File: src/rtl/scan_chain_controller.sv
// Scan-port driver: loads a parallel word into a serial scan chain MSB-first
// while shifting the previous chain contents out and returning them as a word.
module scan_chain_controller #(
    parameter int CHAIN_LEN = 8,
    parameter int CNT_W     = $clog2(CHAIN_LEN + 1)
) (
    input  logic                 clk,
    input  logic                 rst,
    input  logic                 start_valid,
    output logic                 start_ready,
    input  logic [CHAIN_LEN-1:0] start_data,
    input  logic                 start_capture,
    output logic                 capture_enable,
    output logic                 scan_enable,
    output logic                 scan_in,
    input  logic                 scan_out,
    output logic                 busy,
    output logic                 done_valid,
    input  logic                 done_ready,
    output logic [CHAIN_LEN-1:0] done_data,
    output logic [1:0]           dbg_state
);

    // Handshakes: a transfer happens on a posedge where valid && ready are both
    // high; valid and its data stay stable until that edge, and ready never
    // depends combinationally on valid.

    typedef enum logic [1:0] {
        S_IDLE    = 2'd0,
        S_CAPTURE = 2'd1,
        S_SHIFT   = 2'd2,
        S_DONE    = 2'd3
    } state_t;

    state_t               r_state;
    logic [CHAIN_LEN-1:0] r_tx;
    logic [CHAIN_LEN-1:0] r_rx;
    logic [CNT_W-1:0]     r_cnt;
    logic                 r_start_ready;
    logic                 r_capture_enable;
    logic                 r_scan_enable;
    logic                 r_busy;
    logic                 r_done_valid;

    logic                 w_last_shift;

    assign w_last_shift = (r_cnt == CNT_W'(CHAIN_LEN - 1));

    always_ff @(posedge clk) begin
        if (!rst) begin
            r_state          <= S_IDLE;
            r_tx             <= '0;
            r_rx             <= '0;
            r_cnt            <= '0;
            r_start_ready    <= 1'b1;
            r_capture_enable <= 1'b0;
            r_scan_enable    <= 1'b0;
            r_busy           <= 1'b0;
            r_done_valid     <= 1'b0;
        end else begin
            case (r_state)
                S_IDLE: begin
                    if (start_valid && r_start_ready) begin
                        r_tx          <= start_data;
                        r_rx          <= '0;
                        r_cnt         <= '0;
                        r_start_ready <= 1'b0;
                        r_busy        <= 1'b1;
                        if (start_capture) begin
                            r_state          <= S_CAPTURE;
                            r_capture_enable <= 1'b1;
                        end else begin
                            r_state       <= S_SHIFT;
                            r_scan_enable <= 1'b1;
                        end
                    end
                end

                S_CAPTURE: begin
                    r_capture_enable <= 1'b0;
                    r_scan_enable    <= 1'b1;
                    r_state          <= S_SHIFT;
                end

                S_SHIFT: begin
                    r_tx  <= {r_tx[CHAIN_LEN-2:0], 1'b0};
                    r_rx  <= {r_rx[CHAIN_LEN-2:0], scan_out};
                    r_cnt <= r_cnt + CNT_W'(1);
                    // The counter reaches CHAIN_LEN on this edge.
                    if (w_last_shift) begin
                        r_scan_enable <= 1'b0;
                        r_busy        <= 1'b0;
                        r_done_valid  <= 1'b1;
                        r_state       <= S_DONE;
                    end
                end

                S_DONE: begin
                    if (done_ready) begin
                        r_done_valid  <= 1'b0;
                        r_start_ready <= 1'b1;
                        r_state       <= S_IDLE;
                    end
                end

                default: begin
                    r_state          <= S_IDLE;
                    r_start_ready    <= 1'b1;
                    r_capture_enable <= 1'b0;
                    r_scan_enable    <= 1'b0;
                    r_busy           <= 1'b0;
                    r_done_valid     <= 1'b0;
                end
            endcase
        end
    end

    assign start_ready    = r_start_ready;
    assign capture_enable = r_capture_enable;
    assign scan_enable    = r_scan_enable;
    // Gated so the chain sees 0 whenever it is not shifting.
    assign scan_in        = r_scan_enable & r_tx[CHAIN_LEN-1];
    assign busy           = r_busy;
    assign done_valid     = r_done_valid;
    assign done_data      = r_rx;
    assign dbg_state      = r_state;

endmodule

File: config.mk
export PLATFORM = sky130hd
export DESIGN_NAME = scan_chain_controller
export DESIGN_NICKNAME = d
export VERILOG_FILES = /design/src/rtl/scan_chain_controller.sv
export SDC_FILE = /design/constraint.sdc
export NUM_CORES = 1
export LEC_CHECK = 0
export BUFFER_PORTS_ARGS = -buffer_cell sky130_fd_sc_hd__buf_2
export CAP_MARGIN = 20
export CORE_MARGIN = 2
export CORE_UTILIZATION = 45
export DETAILED_ROUTE_END_ITERATION = 10
export GPL_TIMING_DRIVEN = 0
export PLACE_DENSITY = 0.7
export SLEW_MARGIN = 0
export SYNTH_ARGS = -nofsm -noshare
export SYNTH_HDL_FRONTEND = slang
export SYNTH_SLANG_ARGS = --single-unit
File: constraint.sdc
create_clock -name clk -period 1.48 [get_ports clk]
set_input_delay 0.222 -clock clk [delete_from_list [all_inputs] [get_ports clk]]
set_output_delay 0.222 -clock clk [all_outputs]
set_load 0.02 [all_outputs]
-- Word-level counts from Yosys, hierarchy flattened
Index checks and enable logic that the tools add are counted.
- register bits: 27
- input bits: 14
- word-level logic and storage cells: 60
- add/subtract/negate cells: 1
- eq/ne operators: 9
- multiplexer cells: 26
- bitwise gates (word level): 1
- reductions and logical operators: 14
- operators by type and width (kind ; number):
    $pmux W8 S2 ; 2
    $mux W8 ; 2
    $reduce_and A3 Y1 ; 5
    $mux W1 ; 10
    $ne A2 B2 Y1 const B ; 5
    $mux W2 ; 4
    $pmux W1 S2 ; 4
    $pmux W2 S4 ; 1
    $pmux W4 S2 ; 1
    $reduce_bool A2 Y1 ; 4
    $add A4 B1 Y4 const B ; 1
    $eq A2 B2 Y1 const B ; 2
    $eq A4 B3 Y1 const B ; 1
    $mux W4 ; 1
    $reduce_and A4 Y1 ; 1
    $pmux W1 S3 ; 1
    $reduce_bool A3 Y1 ; 1
    $eq A2 B1 Y1 const B ; 1
    $logic_not A2 Y1 ; 1
    $reduce_and A2 Y1 ; 1
    $and A1 B1 Y1 ; 1
    $logic_and A1 B1 Y1 ; 1

-- Depth between registers and ports, before layout
Gate-level depths: netlist of the first run.
- word-level depth: 3
- depth in mapped cells: 8

-- Worst setup path after synthesis of the first run
No wires, ideal clock.
- kind: register to register
- from: reg r_state[0], in the netlist dbg_state[0]
- to: reg r_rx[6], in the netlist done_data[6]
- library setup time: 0.120 ns
- arrival time: 1.590 ns
- data required time: 1.360 ns
- setup slack: -0.231 ns
- cell stages (with the launch flop): 9
- buffers on the path: 3
- clock period less this slack: 1.711 ns
- path through: dfxtp_1 -> inv_1 -> ha_1 -> buf_6 -> nor2b_1 -> buf_2 -> buf_4 -> o211ai_1 -> a21boi_1
- longest elaborated chain between the ends: 3
- ends and longest elaborated chain (what ; RTL line ; text):
    start: declaration ; 35 ; state_t r_state;
    start signal: assignment ; 51 ; r_state <= S_IDLE;
    start signal: assignment ; 70 ; r_state <= S_CAPTURE;
    start signal: assignment ; 73 ; r_state <= S_SHIFT;
    $eq A2 B2 Y1 / $logic_not A2 Y1 (equally long branches) ; 61 ; case (r_state)
    $reduce_bool A2 Y1 (no source line) / $ne A2 B2 Y1 (equally long branches) ; n/a ;
    $reduce_and A2 Y1 (no source line) ; n/a ;
    end signal: assignment ; 87 ; r_rx <= {r_rx[CHAIN_LEN-2:0], scan_out};
    end: declaration ; 37 ; logic [CHAIN_LEN-1:0] r_rx;
Parallel ways exist; a longest one is shown, timed or not.
A chain may end at the register's enable or synchronous reset.

-- Final worst setup path of the first run
- from: reg r_state[1], in the netlist dbg_state[1]
- to: reg r_cnt[3]
- longest elaborated chain between the ends: 3
- ends and longest elaborated chain (what ; RTL line ; text):
    $eq A2 B2 Y1 / $logic_not A2 Y1 (equally long branches) ; 61 ;
    $reduce_bool A2 Y1 (no source line) / $ne A2 B2 Y1 (equally long branches) ; n/a ;
    $reduce_and A2 Y1 (no source line) ; n/a ;
    end signal: assignment ; 88 ; r_cnt <= r_cnt + CNT_W'(1);
    end: declaration ; 38 ; logic [CNT_W-1:0] r_cnt;
Parallel ways exist; a longest one is shown, timed or not.

==> summary.txt, run 1 <==
Final layout
  – Post-layout util: 61.50%
  – Antenna cells: 0
  – Area grow syn2layout: 29.32%
  – Fin cells: approximately 250
  – Nets: roughly 220
  – Commonest cells after routing, fill and taps aside: 32 x buf_2, 23 x dfxtp_1, 13 x nand3_1, 11 x mux2i_1
  – Share of post-route cells with drive strength above 1: 35.82%
  – Commonest non-fill, non-tap cell in the layout: buf_2

Setup path
  – Critical path class: register to register
  – Endpoint class of the critical path: register
  – R2R Path End: r_cnt[3]$_SDFFE_PN0P_
  – Critical Path AT: ~1.7 ns
  – Startpoint types: register
  – Worst path required time: approximately 1.7 ns
  – R2R setup slack: 0.03 ns
  – Max FO, Critical Path: 5
  – Slowest CP cell: dfxtp_4
  – R2r startpoint: dbg_state[1]$_SDFFE_PN0P_
  – Reg2Reg Depth: 6
  – Crit-path cells: inv_2 -> ha_4 -> buf_6 -> a21boi_4 -> nor4b_2 -> o31a_1
  – Slowest stage delay, CP: slightly below 0.4 ns

Clock network
  – Clk slew on worst S/H paths: 0.15 ns
  – Clk sinks: 27
  – Total CTS buffers: 3
  – H-tree Lvls: 1
  – CTS root buf: clkbuf_4
  – Worst-Skew Late Latency: between 0.3 and 0.4 ns
  – CTS tree: yes
  – CTS max path bufs: 2

Synth
  – Post-synth top area share: between 30 and 40%
  – Post-synth EDFFs: 0
  – Synth Flop Type: dfxtp_1
  – Post-Syn Nets: 180
  – Yosys cell types: 35
  – Netlist Area Pre-Place: between 1000 and 1500 sq um
  – FF+latch count, synth: 27
  – Syn_area_per_cell: slightly above 9 sq um
  – Synth Warn #: 0
  – Sequential area share after synthesis: 36.92%
  – Post-synth ARST share: 0%
  – Largest cells by area after synthesis: dfxtp_1 37%, mux2i_1 7.5%, ha_1 6.0%
  – Area leader, netlist: dfxtp_1
  – Syn Inst Count: between 150 and 200

Global route
  – Pin count of the biggest net entering global routing: 17
  – Initial antenna violation count: 0
  – Total global-route track usage: 19.32%
  – Vias in the first global route: about 1200
  – First-pass GRT wire length: ~5.3 mm
  – Total grt overflow: 0

Placed design
  – Final HPWL DP: about 2.3 mm
  – Pre-CTS WS: -0.1102 ns
  – Placed Instances: 232
  – Port bufs: 29
  – Routability cong.: 0.8079

Power
  – Leak: 0.8347 nW
  – Pint: around 0.0019 W
  – Sequential power share: 32.1%
  – VDD IR max: between 1 and 1.5 mV
  – Logic pwr share: a little under three fifths
  – Clock power frac: between 10% and 20%
  – Cell Pwr Density: 1691 nW/um^2
  – Sw frac: between 40 and 50%
  – Switching pwr: 0.001304 W

Hold path
  – Min-delay src: done_ready
  – Hold Path Sink: done_valid$_SDFFE_PN0P_
  – Tightest Hold Check Type: primary input to register
  – Worst hold path depth: 2

STA
  – Rel. slew slack: 64.92%
  – RSZ-0062 raised after global routing: yes
  – Clk_skew: ~0.0084 ns
  – Total negative slack: 0 ns
  – Hold Violations, Final: 0
  – Max-slew violations: 0
  – Fmax: around 690 MHz
  – Setup Viol. Count Final: 0
  – Period minus WS final: between 1 and 1.5 ns
  – Final worst slack: 0.03079 ns
  – Worst slew pin tran: 0.5262 ns
  – Tcrit/Tclk final: between 90% and 100%

Floorplan
  – Core area: just over 3000 sq um
  – Die area: between 3000 and 4000 sq um
  – Starting density of the core: 47.56%
  – Die X-Extent: a little over 60 um
  – Die height: 61.04 um
  – Top Ports: 30
  – Row Count: 20

Detailed routing
  – Drt drc: 0
  – Pre-antenna DRT Iters: 4
  – Routed wire length: approximately 3.5 mm
  – DR vias: 1323
  – Antenna-violating nets left: 0
  – Via/cell ratio: between 5 and 6
  – DR iter-0 viols: 83
  – Routed length per instance: between 10 and 15 um

Status
  – Outcome: complete, no violations

Job
  – Max-cap violations: 0
[critical path: cells and delay by family (launching register included)]
kind	cells	cell delay, ns
simple gates	1	0.08
compound gates	2	0.53
fa+ha+maj	1	0.14
flops	1	0.39
buf+inv	2	0.21
[how the worst max path moves through the flow]
stage	slack, ns	depth (start not counted)	start	end
finish	0.03	6	dbg_state[1]$_SDFFE_PN0P_	r_cnt[3]$_SDFFE_PN0P_
global route	-0.04	7	dbg_state[0]$_SDFFE_PN0P_	done_data[7]$_SDFFE_PN0P_
CTS	-0.05	6	dbg_state[0]$_SDFFE_PN0P_	scan_enable$_SDFFE_PN0P_
detailed placement	-0.11	6	dbg_state[0]$_SDFFE_PN0P_	dbg_state[1]$_SDFFE_PN0P_
global placement	-0.09	6	dbg_state[0]$_SDFFE_PN0P_	scan_enable$_SDFFE_PN0P_
floorplan	-0.006	8	dbg_state[0]$_SDFFE_PN0P_	done_data[6]$_SDFFE_PN0P_
[routing by layer]
metal,GRT usage [%],up-vias,routed length [um]
met1,26.17,612,1628
met3,3.361,7,157
met5,0,-,0
li1,-,668,-
met2,30.70,36,1624
met4,7.453,0,60
[power by group through the flow]
stage | clock network [W] | logic, W | registers [W]
6_report | 0.000350 | 0.00182 | 0.00103
4_1_cts | 0.000350 | 0.00157 | 0.00101
3_3_place_gp | 0 | 0.00137 | 0.00103
5_1_grt | 0.000383 | 0.00199 | 0.00105
2_1_floorplan | 0 | 0.000992 | 0.00112
3_5_place_dp | 0 | 0.00141 | 0.00104
[timing repair]
action | CTS | global route
hold buffers | 0 | 0
gates cloned | 0 | 3
resized for setup | 12 | 21
buffers inserted | 3 | 4
pin swaps | 0 | 5
setup endpoints to repair | 24 | 24
[synthesized netlist by cell type (all sizes together), types with 2 or more instances]
library cell	n
dfxtp	27
nand3	14
a21boi	12
mux2i	11
nand2	11
o21ai	10
buf	9
o211ai	8
ha	7
o211a	7
inv	6
nor2b	6
clkbuf	4
nand2b	4
a21oi	3
nand3b	3
a221oi	2
and3	2
o31a	2
[cell families after synthesis]
logic type	share of synthesized area [%]
fa+ha+maj	5.983
flops	36.92
buf+inv	6.837
compound gates	25.81
simple gates	16.15
mux	8.291
[registers in the layout, summed over array words and instances (netlist names)]
signal,count
done_data,8
busy,1
dbg_state,2
r_cnt,4
capture_enable,1
r_tx,8
done_valid,1
start_ready,1
scan_enable,1
[metrics by stage]
step / hold WS, ns / power, W / area (sq um)
finish: 0.08856 / 0.003201 / 1893
global route: 0.09910 / 0.003419 / 1893
CTS: 0.09419 / 0.002928 / 1759
detailed placement: 0.4445 / 0.002448 / 1680
global placement: 0.4443 / 0.002398 / 1680
floorplan: 0.3358 / 0.002109 / 1480
[layout make-up]
class,instances,area [sq um]
Fill cell,282,1185
Clock buffer,3,22.52
Tap cell,44,55.05
Sequential cell,27,553.0
Clock inverter,1,6.256
Buffer,12,98.84
Timing Repair Buffer,39,215.2
Inverter,6,27.53
Multi-Input combinational cell,113,914.6
Power figures use the tool's default switching activity.
==> run 2, diff against run 1 <==
Settings changed: REMOVE_ABC_BUFFERS set to 1.
==> summary.txt, run 2 (synthesis gave the netlist of run 1 again) <==
Status
  – Outcome: finished, violations left
  – Failing checks: setup timing

Floorplan
  – Die X-Extent: 61.04 um (unchanged)
  – Top Ports: 30 (unchanged)
  – Core area: 3078 sq um (unchanged)
  – Row Count: 20 (unchanged)
  – Die area: 3725 sq um (unchanged)
  – Starting density of the core: 47.56% (unchanged)
  – Die height: 61.04 um (unchanged)

Detailed routing
  – DR iter-0 viols: 76 (-8.4%)
  – Drt drc: 0 (unchanged)
  – Pre-antenna DRT Iters: 5 (+1)
  – Routed length per instance: 16.87 um (+19%)
  – Via/cell ratio: 5.772 (+6.9%)
  – Routed wire length: 4.285 mm (+23%)
  – Antenna-violating nets left: 0 (unchanged)
  – DR vias: 1466 (+11%)

STA
  – Rel. slew slack: 66.63% (+1.7 points)
  – Final worst slack: -0.08490 ns (-0.1157 ns)
  – Tcrit/Tclk final: 105.7% (+7.8 points)
  – Worst slew pin tran: 0.5006 ns (-0.02560 ns)
  – RSZ-0062 raised after global routing: yes
  – Fmax: 639.0 MHz (-7.4%)
  – Max-slew violations: 0 (unchanged)
  – Period minus WS final: 1.565 ns (+0.1157 ns)
  – Hold Violations, Final: 0 (unchanged)
  – Setup Viol. Count Final: 4 (+4)
  – Clk_skew: 0.003248 ns (-0.005117 ns)

Setup path
  – Stages on the worst setup path: 7 (+1)
  – Worst path required time: 1.72 ns (about the same)
  – Crit-path cells: buf_6 -> ha_4 -> buf_4 -> nand2b_4 -> buf_4 -> nand3_1 -> a21boi_0
  – Critical Path AT: 1.80 ns (+0.10 ns)
  – Critical path class: register to register
  – Reg2Reg Depth: 7 (+1)
  – Startpoint types: register
  – Crit path buf inv count: 3 (+1)
  – Endpoint class of the critical path: register
  – Crit-path most repeated cell: buf_4
  – Max FO, Critical Path: 11 (+6)
  – Critical path's top delay family: buffers and inverters
  – Slowest CP cell: dfxtp_4
  – Slowest stage delay, CP: 0.39 ns (about the same)

Global route
  – First-pass GRT wire length: 5.423 mm (+1.7%)
  – Total global-route track usage: 19.13% (-0.19 points)
  – Initial antenna violation count: 0 (unchanged)
  – Vias in the first global route: 1188 (+2.0%)
  – Pin count of the biggest net entering global routing: 32 (+15)
  – Total grt overflow: 0 (unchanged)

Placed design
  – Final HPWL DP: 2.161 mm (-7.0%)
  – Routability cong.: 0.7118 (-12%)
  – Port bufs: 29 (unchanged)

Clock network
  – CTS max path bufs: 2 (unchanged)
  – CTS Hold Bufs: 0 (unchanged)
  – CTS tree: yes
  – H-tree Lvls: 1 (unchanged)
  – Worst-Skew Late Latency: 0.32 ns (-0.03 ns)
  – Clk sinks: 27 (unchanged)
  – Total CTS buffers: 3 (unchanged)
  – CTS root buf: clkbuf_4
  – Clk slew on worst S/H paths: 0.15 ns (about the same)

Hold path
  – Worst hold path depth: 2 (unchanged)
  – Tightest Hold Check Type: primary input to register

Power
  – VDD IR max: 1.060 mV (-4.5%)
  – Cell Pwr Density: 1760 nW/um^2 (+4.1%)
  – PnR Total Power: 0.003558 W (+11%)
  – Leak: 0.8911 nW (+6.8%)

Final layout
  – FILL cells: 235 (-17%)
  – Post-layout util: 65.69% (+4.2 points)
  – Register area: 551.8 sq um (-0.23%)
  – Commonest cells after routing, fill and taps aside: 29 x buf_2, 23 x buf_4, 22 x dfxtp_1, 13 x nand3_1, 11 x mux2i_1
  – Nets: 232 (+4.0%)
  – Area grow syn2layout: 38.12%
  – Antenna cells: 0 (unchanged)
  – Commonest non-fill, non-tap cell in the layout: buf_2
  – Multi-input logic area: 963.4 sq um (+5.3%)
  – Share of post-route cells with drive strength above 1: 41.43% (+5.6 points)

Job
  – Max-cap violations: 0 (unchanged)
-- run 2: cell types whose count changed in the layout (fill, tap and decap cells not counted), sizes merged --
cell	before	now
buf	48	56
clkinv	0	1
inv	7	6
clkbuf	6	4
and3	2	4
nand3	14	15
-- run 2: through the flow --
step	hold slack [ns]	area [sq um]	setup slack [ns]	TNS, ns	std cells
after floorplan	0.2982	1386	-0.6670	-12.35	146
after global placement	0.4490	1587	-1.021	-19.67	219
after detailed placement	0.4563	1587	-1.153	-22.34	219
after CTS	0.1033	1759	0.009588	0	230
after global routing	0.1168	2022	-0.1163	-0.4887	254
final	0.1193	2022	-0.08490	-0.1643	254
-- run 2: area by class of cell --
type | instances | share of cell area, %
multi-input cells | 116 | 47.65
flip-flops and latches | 27 | 27.29
repair buffers | 57 | 19.62
well taps | 44 | 2.723
inverters | 6 | 1.361
clock buffers | 3 | 1.114
clock inverters | 1 | 0.2475
-- run 2: power breakdown --
part           switching [W]  internal (W)
clock               0.000227      0.000101
combinational        0.00109       0.00110
sequential          0.000140      0.000906
total                0.00145       0.00210
-- run 2: path summary, 6_finish.rpt --
| path | start | endpoint | slack, ns |
|---|---|---|---|
| worst max-delay path | dbg_state[1]$_SDFFE_PN0P_ | done_data[2]$_SDFFE_PN0P_ | -0.08 |
| worst max register to register | dbg_state[1]$_SDFFE_PN0P_ | done_data[2]$_SDFFE_PN0P_ | -0.08 |
| worst min register to register | busy$_SDFFE_PN0P_ | busy$_SDFFE_PN0P_ | 0.47 |
| worst min-delay path | done_ready | done_valid$_SDFFE_PN0P_ | 0.12 |
-- run 2: per-layer routing --
| metal | vias to the layer above | part of all wire, % | global-route usage (%) |
|---|---|---|---|
| li1 | 684 | - | - |
| met1 | 698 | 41 | 24.61 |
| met2 | 78 | 49 | 32.83 |
| met3 | 6 | 8.7 | 2.521 |
| met4 | 0 | 1.0 | 6.832 |
| met5 | - | 0 | 0 |
-- run 2: timing repair --
action | in CTS | in global routing
hold endpoints to repair | 0 | 0
buffers inserted | 7 | 20
gates cloned | 0 | 4
pin swaps | 2 | 7
gates resized for setup | 21 | 18
setup endpoints to repair | 25 | 23
==> run 3, diff against run 2 <==
Settings changed: PLACE_DENSITY 0.7 to 0.67.
==> summary.txt, run 3 (synthesis gave the netlist of run 1 again) <==
Clock network
  – H-tree Lvls: 1 (unchanged)
  – CTS Hold Bufs: 0 (unchanged)
  – Total CTS buffers: 3 (unchanged)
  – Clk sinks: 27 (unchanged)
  – CTS tree: yes
  – CTS root buf: clkbuf_4
  – CTS max path bufs: 2 (unchanged)
  – Worst-Skew Late Latency: 0.33 ns (about the same)
  – Clk slew on worst S/H paths: 0.15 ns (about the same)

Setup path
  – R2R setup slack: -0.01 ns (+0.07 ns)
  – Startpoint types: register
  – Endpoint class of the critical path: register
  – Max FO, Critical Path: 5 (-6)
  – R2r startpoint: dbg_state[1]$_SDFFE_PN0P_
  – Reg2Reg Depth: 6 (-1)
  – Critical Path Start: dbg_state[1]$_SDFFE_PN0P_
  – Crit path to: scan_enable$_SDFFE_PN0P_
  – Worst path required time: 1.75 ns (+0.03 ns)
  – Critical path class: register to register
  – Critical Path AT: 1.76 ns (-0.04 ns)
  – R2R Path End: scan_enable$_SDFFE_PN0P_

Final layout
  – Commonest cells after routing, fill and taps aside: 29 x buf_2, 22 x dfxtp_1, 13 x nand3_1, 13 x buf_4, 11 x mux2i_1
  – Nets: 221 (-4.7%)
  – Antenna cells: 0 (unchanged)
  – Commonest non-fill, non-tap cell in the layout: buf_2
  – Share of post-route cells with drive strength above 1: 38.69% (-2.7 points)
  – Finished Cell Area: 1978 sq um (-2.2%)
  – Area grow syn2layout: 35.13%

Power
  – Cell Pwr Density: 1775 nW/um^2 (+0.87%)
  – PnR Total Power: 0.003512 W (-1.3%)
  – VDD IR max: 1.072 mV (+1.1%)
  – Leak: 0.8618 nW (-3.3%)

STA
  – Worst slew pin tran: 0.4952 ns (-0.005391 ns)
  – Period minus WS final: 1.493 ns (-0.07157 ns)
  – Total negative slack: -0.01333 ns (+0.1510 ns)
  – Final worst slack: -0.01333 ns (+0.07157 ns)
  – Rel. slew slack: 66.99% (+0.36 points)
  – Setup Viol. Count Final: 1 (-3)
  – Clk_skew: 0.01092 ns (+0.007675 ns)
  – Hold Violations, Final: 0 (unchanged)
  – Fmax: 669.6 MHz (+4.8%)
  – Tcrit/Tclk final: 100.9% (-4.8 points)
  – Max-slew violations: 0 (unchanged)

Hold path
  – Tightest Hold Check Type: primary input to register

Job
  – Max-cap violations: 0 (unchanged)

Placed design
  – Final HPWL DP: 2.128 mm (-1.5%)
  – Placed Area: 1587 sq um (unchanged)
  – Port bufs: 29 (unchanged)
  – Routability cong.: 0.7483 (+5.1%)

Floorplan
  – Die X-Extent: 61.04 um (unchanged)
  – Top Ports: 30 (unchanged)
  – Core area: 3078 sq um (unchanged)
  – Die area: 3725 sq um (unchanged)
  – Row Count: 20 (unchanged)
  – Die height: 61.04 um (unchanged)
  – Starting density of the core: 47.56% (unchanged)

Detailed routing
  – Via/cell ratio: 5.716 (-0.96%)
  – Drt drc: 0 (unchanged)
  – Pre-antenna DRT Iters: 4 (-1)
  – DR iter-0 viols: 92 (+21%)
  – Routed length per instance: 16.63 um (-1.4%)
  – Antenna-violating nets left: 0 (unchanged)
  – Routed wire length: 4.040 mm (-5.7%)
  – DR vias: 1389 (-5.3%)

Global route
  – Pin count of the biggest net entering global routing: 32 (unchanged)
  – Vias in the first global route: 1278 (+7.6%)
  – First-pass GRT wire length: 5.865 mm (+8.2%)
  – Total grt overflow: 0 (unchanged)
  – Total global-route track usage: 20.86% (+1.7 points)
  – Initial antenna violation count: 0 (unchanged)

Status
  – Outcome: finished, violations left
  – Failing checks: setup timing
-- run 3: worst max-delay path, stage by stage (launching register included) --
cell and delay, ns:
dfxtp_4 0.38, inv_2 0.10, ha_4 0.17, buf_4 0.13, nand2b_1 0.13, a221oi_4 0.31
mux2i_1 0.21
-- run 3: layout make-up --
type | count | area (sq um)
multi-input cells | 114 | 968.4
inverters | 6 | 25.02
well taps | 44 | 55.05
flip-flops and latches | 27 | 551.8
repair buffers | 48 | 350.3
clock inverters | 1 | 5.005
fillers | 248 | 1100
clock buffers | 3 | 22.52
-- run 3: how the worst min path moves through the flow --
stage | start | end | slack [ns] | cells past startpoint
3_3_place_gp | done_data[7]$_SDFFE_PN0P_ | done_data[7]$_SDFFE_PN0P_ | 0.45 | 2
2_1_floorplan | rst | start_ready$_SDFFE_PN1P_ | 0.30 | 1
3_5_place_dp | done_data[7]$_SDFFE_PN0P_ | done_data[7]$_SDFFE_PN0P_ | 0.46 | 2
6_report | done_ready | done_valid$_SDFFE_PN0P_ | 0.11 | 2
4_1_cts | done_ready | done_valid$_SDFFE_PN0P_ | 0.10 | 2
5_1_grt | done_ready | done_valid$_SDFFE_PN0P_ | 0.09 | 2
-- run 3: timing repair --
item	4_1_cts	5_1_grt
gates resized for setup	20	23
setup endpoints to repair	25	19
pin swaps	3	3
setup buffers	8	10
cloned	1	1
-- run 3: where the power goes --
part           leakage (nW)  total, W  internal, W  switching (W)
Combinational         0.622   0.00214      0.00107        0.00107
Clock                0.0177  0.000338     0.000102       0.000236
Sequential            0.223   0.00103     0.000905       0.000128
Total                 0.862   0.00351      0.00207        0.00144
-- run 3: routing by layer --
metal  track usage, %  up-vias  part of all wire (%)
met4            7.453        0                  0.64
li1                 -      666                     -
met3            3.361        4                   3.6
met1            27.27      679                    43
met2            34.80       40                    53
met5                0        -                     0
-- run 3: stage by stage --
step | hold slack [ns] | utilization (%) | worst slack, ns | std cells
finish | 0.1128 | 64.27 | -0.01333 | 243
global route | 0.08948 | 64.27 | -0.05942 | 243
CTS | 0.1004 | 57.89 | 0.005343 | 232
detailed placement | 0.4603 | 51.54 | -1.140 | 219
global placement | 0.4483 | 51.54 | -1.043 | 219
floorplan | 0.2982 | - | -0.6670 | 146
